$ cat src/rtl/fetch_unit.sv
// In-order instruction fetch: issues sequential requests, buffers returned words in a
// DEPTH-entry circular buffer and flushes on redirect, dropping responses to squashed requests.
module fetch_unit #(
    parameter int unsigned     XLEN         = 32,
    parameter logic [XLEN-1:0] RESET_VECTOR = '0,
    parameter int unsigned     DEPTH        = 4
) (
    input  logic                   clk,
    input  logic                   reset,
    input  logic                   redirect_valid,
    input  logic [XLEN-1:0]        redirect_pc,
    output logic                   imem_req_valid,
    output logic [XLEN-1:0]        imem_req_addr,
    input  logic                   imem_req_ready,
    input  logic                   imem_rsp_valid,
    input  logic [31:0]            imem_rsp_data,
    output logic                   if_valid,
    output logic [XLEN-1:0]        if_pc,
    output logic [31:0]            if_instr,
    input  logic                   if_ready,
    output logic [$clog2(DEPTH):0] occupancy
);
    localparam int unsigned   AW     = $clog2(DEPTH);
    localparam int unsigned   CW     = AW + 1;
    localparam logic [CW-1:0] DepthC = CW'(DEPTH);

    logic [XLEN-1:0] fetch_pc_q, fetch_pc_d;
    logic [AW-1:0]   head_q, head_d, tail_q, tail_d, fill_q, fill_d;
    logic [CW-1:0]   occ_q, occ_d, pend_q, pend_d, discard_q, discard_d;
    logic [CW:0]     disc_sum;

    logic [XLEN-1:0] buf_pc_q    [DEPTH];
    logic [31:0]     buf_instr_q [DEPTH];
    logic [DEPTH-1:0] buf_filled_q;

    logic accept, pop, rsp_fill, rsp_drop;
    logic unused_pc_bits;

    assign unused_pc_bits = ^redirect_pc[1:0];

    always_comb begin
        imem_req_valid = reset && !redirect_valid && (occ_q < DepthC);
        imem_req_addr  = fetch_pc_q;
        if_valid       = (occ_q != '0) && buf_filled_q[head_q];
        if_pc          = buf_pc_q[head_q];
        if_instr       = buf_instr_q[head_q];
        occupancy      = occ_q;
    end

    assign accept   = imem_req_valid && imem_req_ready;
    assign pop      = if_valid && if_ready;
    // Responses owed to squashed requests are consumed first, before any buffer fill.
    assign rsp_drop = imem_rsp_valid && (discard_q != '0);
    assign rsp_fill = imem_rsp_valid && (discard_q == '0) && (pend_q != '0);

    always_comb begin
        fetch_pc_d = fetch_pc_q;
        head_d     = head_q;
        tail_d     = tail_q;
        fill_d     = fill_q;
        occ_d      = occ_q;
        pend_d     = pend_q;
        discard_d  = discard_q;
        disc_sum   = {1'b0, discard_q} + {1'b0, pend_q};
        if (imem_rsp_valid && (disc_sum != '0)) begin
            disc_sum = disc_sum - (CW + 1)'(1);
        end

        if (redirect_valid) begin
            fetch_pc_d = {redirect_pc[XLEN-1:2], 2'b00};
            head_d     = '0;
            tail_d     = '0;
            fill_d     = '0;
            occ_d      = '0;
            pend_d     = '0;
            discard_d  = (disc_sum > {1'b0, DepthC}) ? DepthC : disc_sum[CW-1:0];
        end else begin
            if (accept) begin
                fetch_pc_d = fetch_pc_q + XLEN'(4);
                tail_d     = tail_q + AW'(1);
            end
            if (pop) begin
                head_d = head_q + AW'(1);
            end
            if (rsp_fill) begin
                fill_d = fill_q + AW'(1);
            end
            if (rsp_drop) begin
                discard_d = discard_q - CW'(1);
            end
            occ_d  = occ_q + CW'(accept) - CW'(pop);
            pend_d = pend_q + CW'(accept) - CW'(rsp_fill);
        end
    end

    always_ff @(posedge clk) begin
        if (!reset) begin
            fetch_pc_q   <= RESET_VECTOR;
            head_q       <= '0;
            tail_q       <= '0;
            fill_q       <= '0;
            occ_q        <= '0;
            pend_q       <= '0;
            discard_q    <= '0;
            buf_filled_q <= '0;
            for (int i = 0; i < DEPTH; i++) begin
                buf_pc_q[i]    <= '0;
                buf_instr_q[i] <= '0;
            end
        end else begin
            fetch_pc_q <= fetch_pc_d;
            head_q     <= head_d;
            tail_q     <= tail_d;
            fill_q     <= fill_d;
            occ_q      <= occ_d;
            pend_q     <= pend_d;
            discard_q  <= discard_d;
            if (accept) begin
                buf_pc_q[tail_q]     <= fetch_pc_q;
                buf_filled_q[tail_q] <= 1'b0;
            end
            if (rsp_fill && !redirect_valid) begin
                buf_instr_q[fill_q]  <= imem_rsp_data;
                buf_filled_q[fill_q] <= 1'b1;
            end
        end
    end

endmodule

$ cat config.mk
export PLATFORM = sky130hd
export DESIGN_NAME = fetch_unit
export DESIGN_NICKNAME = d
export VERILOG_FILES = /design/src/rtl/fetch_unit.sv
export SDC_FILE = /design/constraint.sdc
export NUM_CORES = 1
export LEC_CHECK = 0
export CAP_MARGIN = 20
export CORE_MARGIN = 10
export CORE_UTILIZATION = 50
export CTS_BUF_LIST = sky130_fd_sc_hd__clkbuf_4 sky130_fd_sc_hd__clkbuf_8 sky130_fd_sc_hd__clkbuf_16
export DETAILED_ROUTE_END_ITERATION = 8
export PLACE_DENSITY_LB_ADDON = 0.1
export RECOVER_POWER = 25
export SLEW_MARGIN = 20
export SYNTH_ARGS = -nofsm -noshare
export SYNTH_HDL_FRONTEND = slang
export SYNTH_SLANG_ARGS = --single-unit
$ cat constraint.sdc
create_clock -name clk -period 4.67 [get_ports clk]
set_input_delay 0.467 -clock clk [delete_from_list [all_inputs] [get_ports clk]]
set_output_delay 0.467 -clock clk [all_outputs]
set_load 0.01 [all_outputs]
==> out/results.txt <==
Via-to-Cell Ratio -> 5.67
Async SR Flop Fraction -> 0
final setup TNS -> 0 ns
core footprint -> 0.0270 sq mm
R2R depth -> 5
via count -> 8549
Tot GR Track Use -> 0.193
Sink Count -> 299
Max Transition Viols Final -> 143
Startpoint Class -> input port
first-pass GRT wire length -> 51600 um
Worst Setup SP -> redirect_valid
register area share after synthesis -> 0.614
Root Buffer -> clkbuf_16
Final Power -> 6.16 mW
VDD IR max -> 232 uV
hold_ws -> 0.465 ns
initial DRC count -> 613
Most common cell on crit path -> clkbuf_1
fraction of layout instances using a drive strength above 1 -> 0.130
Syn Area/Cell -> 13.9 sq um
# fillers -> 2123
P_leak -> 6.17 nW
sequence of cells on the critical path -> dlygate4sd3_1, and4bb_2, clkbuf_1, nand2_1, o21ai_0, clkbuf_1
commonest non-fill, non-tap cell in the layout -> edfxtp_1
Main synth FF type -> edfxtp_1
first-pass iteration count of the detailed router -> 4
initial antenna violation count -> 1
Reg2Reg Setup Slack -> 0.87 ns
die area -> 0.0346 sq mm
clock transition at the registers of the reported paths -> 0.07 ns
synthesized cell area -> 0.0138 sq mm
die height -> 186 um
Netlist cell types -> 55
Port Buffers -> 164
vias in the first global route -> 9000
CTS Buffer Depth -> 3
Min-Delay Startpoint -> redirect_pc[20]
CTS Buf Count -> 31
Max Clk Rate -> 260 MHz
pin count of the biggest net entering global routing -> 63
PwrDens -> 365 mW/mm^2
clk_lat worst skew -> 0.56 ns
Starting Density -> 0.510
Hold Violations, Final -> 0
Seq cells post-synth -> 299
critical path required time -> 4.86 ns
setup bufs post-CTS -> 0
EDFF count, synth -> 248
CTS tree -> yes
commonest cells after routing, fill and taps aside -> edfxtp_1, and2_1, clkdlybuf4s50_1
RePlAce Congestion -> 0.792
CP Capture Type -> flip-flop
Tmin final -> 3.84 ns
hold crit path type -> in -> reg
FF-to-FF Start -> occupancy[2]
WHS Endpoint -> imem_req_addr[20]
I/O pin total -> 171
WL/cell -> 22.2 um
post-DP HPWL -> 20600 um
violated checks -> max-capacitance violations, max-slew violations
post-detailed-route DRC marker count -> 0
clk_skew -> 0.00936 ns
htree depth -> 1
Crit-path slowest cell -> clkbuf_1
part of the cycle the worst path needs -> 0.823
Slew @ Worst Pin -> 2.06 ns
Routed WL -> 33400 um
remaining global-route overflow -> 0
hold_buf cts -> 0
Worst Path Arrival -> 4.03 ns
final setup violation count -> 0
unrepaired setup endpoints after global routing -> false
Layout area overhead -> 22.2%
Die X -> 186 um
cells after synthesis -> 990
fin nets -> 1232
maximum fanout along the worst path -> 39
WS Path Type -> in -> reg
Worst Hold Depth -> 3
Max-slew headroom -> -0.372
post_cts resized -> 0
reg2reg end -> buf_pc_q[2][15]
status -> finished, violations left
Largest stage delay, worst path -> 1.47 ns
Routed Antenna Nets -> 0
Max-Cap Viols -> 4
Core Rows -> 60
Synth Warn # -> 0
worst max-delay path, delay by kind of cell:
| kind | cells | cell delay, ns |
|---|---|---|
| compound gates | 1 | 0.31 |
| simple gates | 2 | 0.59 |
| buf+inv | 3 | 2.64 |
cell families after synthesis:
| kind of cell | count (synthesis) | synth area share |
|---|---|---|
| multiplexers | 73 | 0.110 |
| AO/OA/AOI/OAI | 82 | 0.0396 |
| flip-flops | 299 | 0.614 |
| adder cells (fa/ha/maj) | 22 | 0.0216 |
| buffers and inverters | 97 | 0.0299 |
| other | 1 | 0.000272 |
| XOR/XNOR | 23 | 0.0146 |
| AND/OR/NAND/NOR | 393 | 0.170 |
synthesized netlist by cell type, types with 6 or more instances:
cell | number | area (sq um)
edfxtp_1 | 248 | 7450
and2_1 | 218 | 1360
mux4_2 | 63 | 1420
clkbuf_1 | 57 | 214
dfxtp_1 | 51 | 1020
nand2_1 | 45 | 169
and3_1 | 40 | 250
a21oi_1 | 26 | 130
nor2_1 | 23 | 86.3
ha_1 | 19 | 238
xnor2_1 | 17 | 149
inv_1 | 16 | 60.1
nand4_1 | 14 | 87.6
buf_2 | 11 | 55.1
nor3_1 | 11 | 55.1
o21ai_0 | 11 | 55.1
a211oi_1 | 8 | 60.1
o311ai_0 | 8 | 70.1
a31oi_1 | 7 | 43.8
buf_4 | 7 | 52.6
mux2i_1 | 7 | 70.1
nand3_1 | 7 | 35.0
nand2b_1 | 6 | 37.5
nor4_1 | 6 | 37.5
xor2_1 | 6 | 52.6
cell type report:
| cell class | instances | area [sq um] | area share |
|---|---|---|---|
| Sequential cell | 299 | 8480 | 0.503 |
| Multi-Input combinational cell | 597 | 4950 | 0.294 |
| Timing Repair Buffer | 192 | 1880 | 0.112 |
| Clock buffer | 36 | 813 | 0.0483 |
| Tap cell | 341 | 427 | 0.0253 |
| Clock inverter | 22 | 229 | 0.0136 |
| Inverter | 19 | 71.3 | 0.00423 |
| Antenna cell | 1 | 2.50 | 0.000149 |
report_power, final:
part           internal (mW)  total (mW)  switching (mW)  leakage (nW)
logic                  0.270       0.566           0.296          2.67
clock network           1.51        2.52            1.01         0.517
registers               2.99        3.07          0.0744          2.98
flip-flops by register name, indices dropped and copies added, names as in the netlist, named ones only:
signal         cells
imem_req_addr     30
buf_filled_q       4
buf_instr_q      128
head_q             2
occupancy          3
fill_q             2
buf_pc_q         120
pend_q             3
discard_q          3
tail_q             2
how the worst max path moves through the flow:
stage | to | slack [ns] | cells past startpoint
2_1_floorplan | buf_pc_q[1][10] | 1.02 | 4
3_3_place_gp | imem_req_valid | 1.55 | 6
3_5_place_dp | pend_q[2] | 1.51 | 10
4_1_cts | if_instr[2] | 1.28 | 3
5_1_grt | buf_pc_q[2][19] | 0.64 | 5
6_report | buf_pc_q[2][15] | 0.83 | 6
metal layers:
| layer | up-vias | track usage | routed length [um] |
|---|---|---|---|
| met5 | - | 0 | 0 |
| met4 | 0 | 0.0464 | 558 |
| met3 | 46 | 0.0349 | 2190 |
| met2 | 249 | 0.325 | 16700 |
| met1 | 4281 | 0.254 | 14000 |
| li1 | 3973 | - | - |
stage by stage:
step,area [sq um],worst slack (ns),utilization,cells
after floorplan,13800,1.02,-,993
after global placement,15800,1.55,0.586,1448
after detailed placement,15800,1.51,0.586,1448
after CTS,16900,1.28,0.625,1506
after global routing,16800,0.644,0.623,1507
final,16800,0.827,0.623,1507
(Power assumes the default switching activity.)
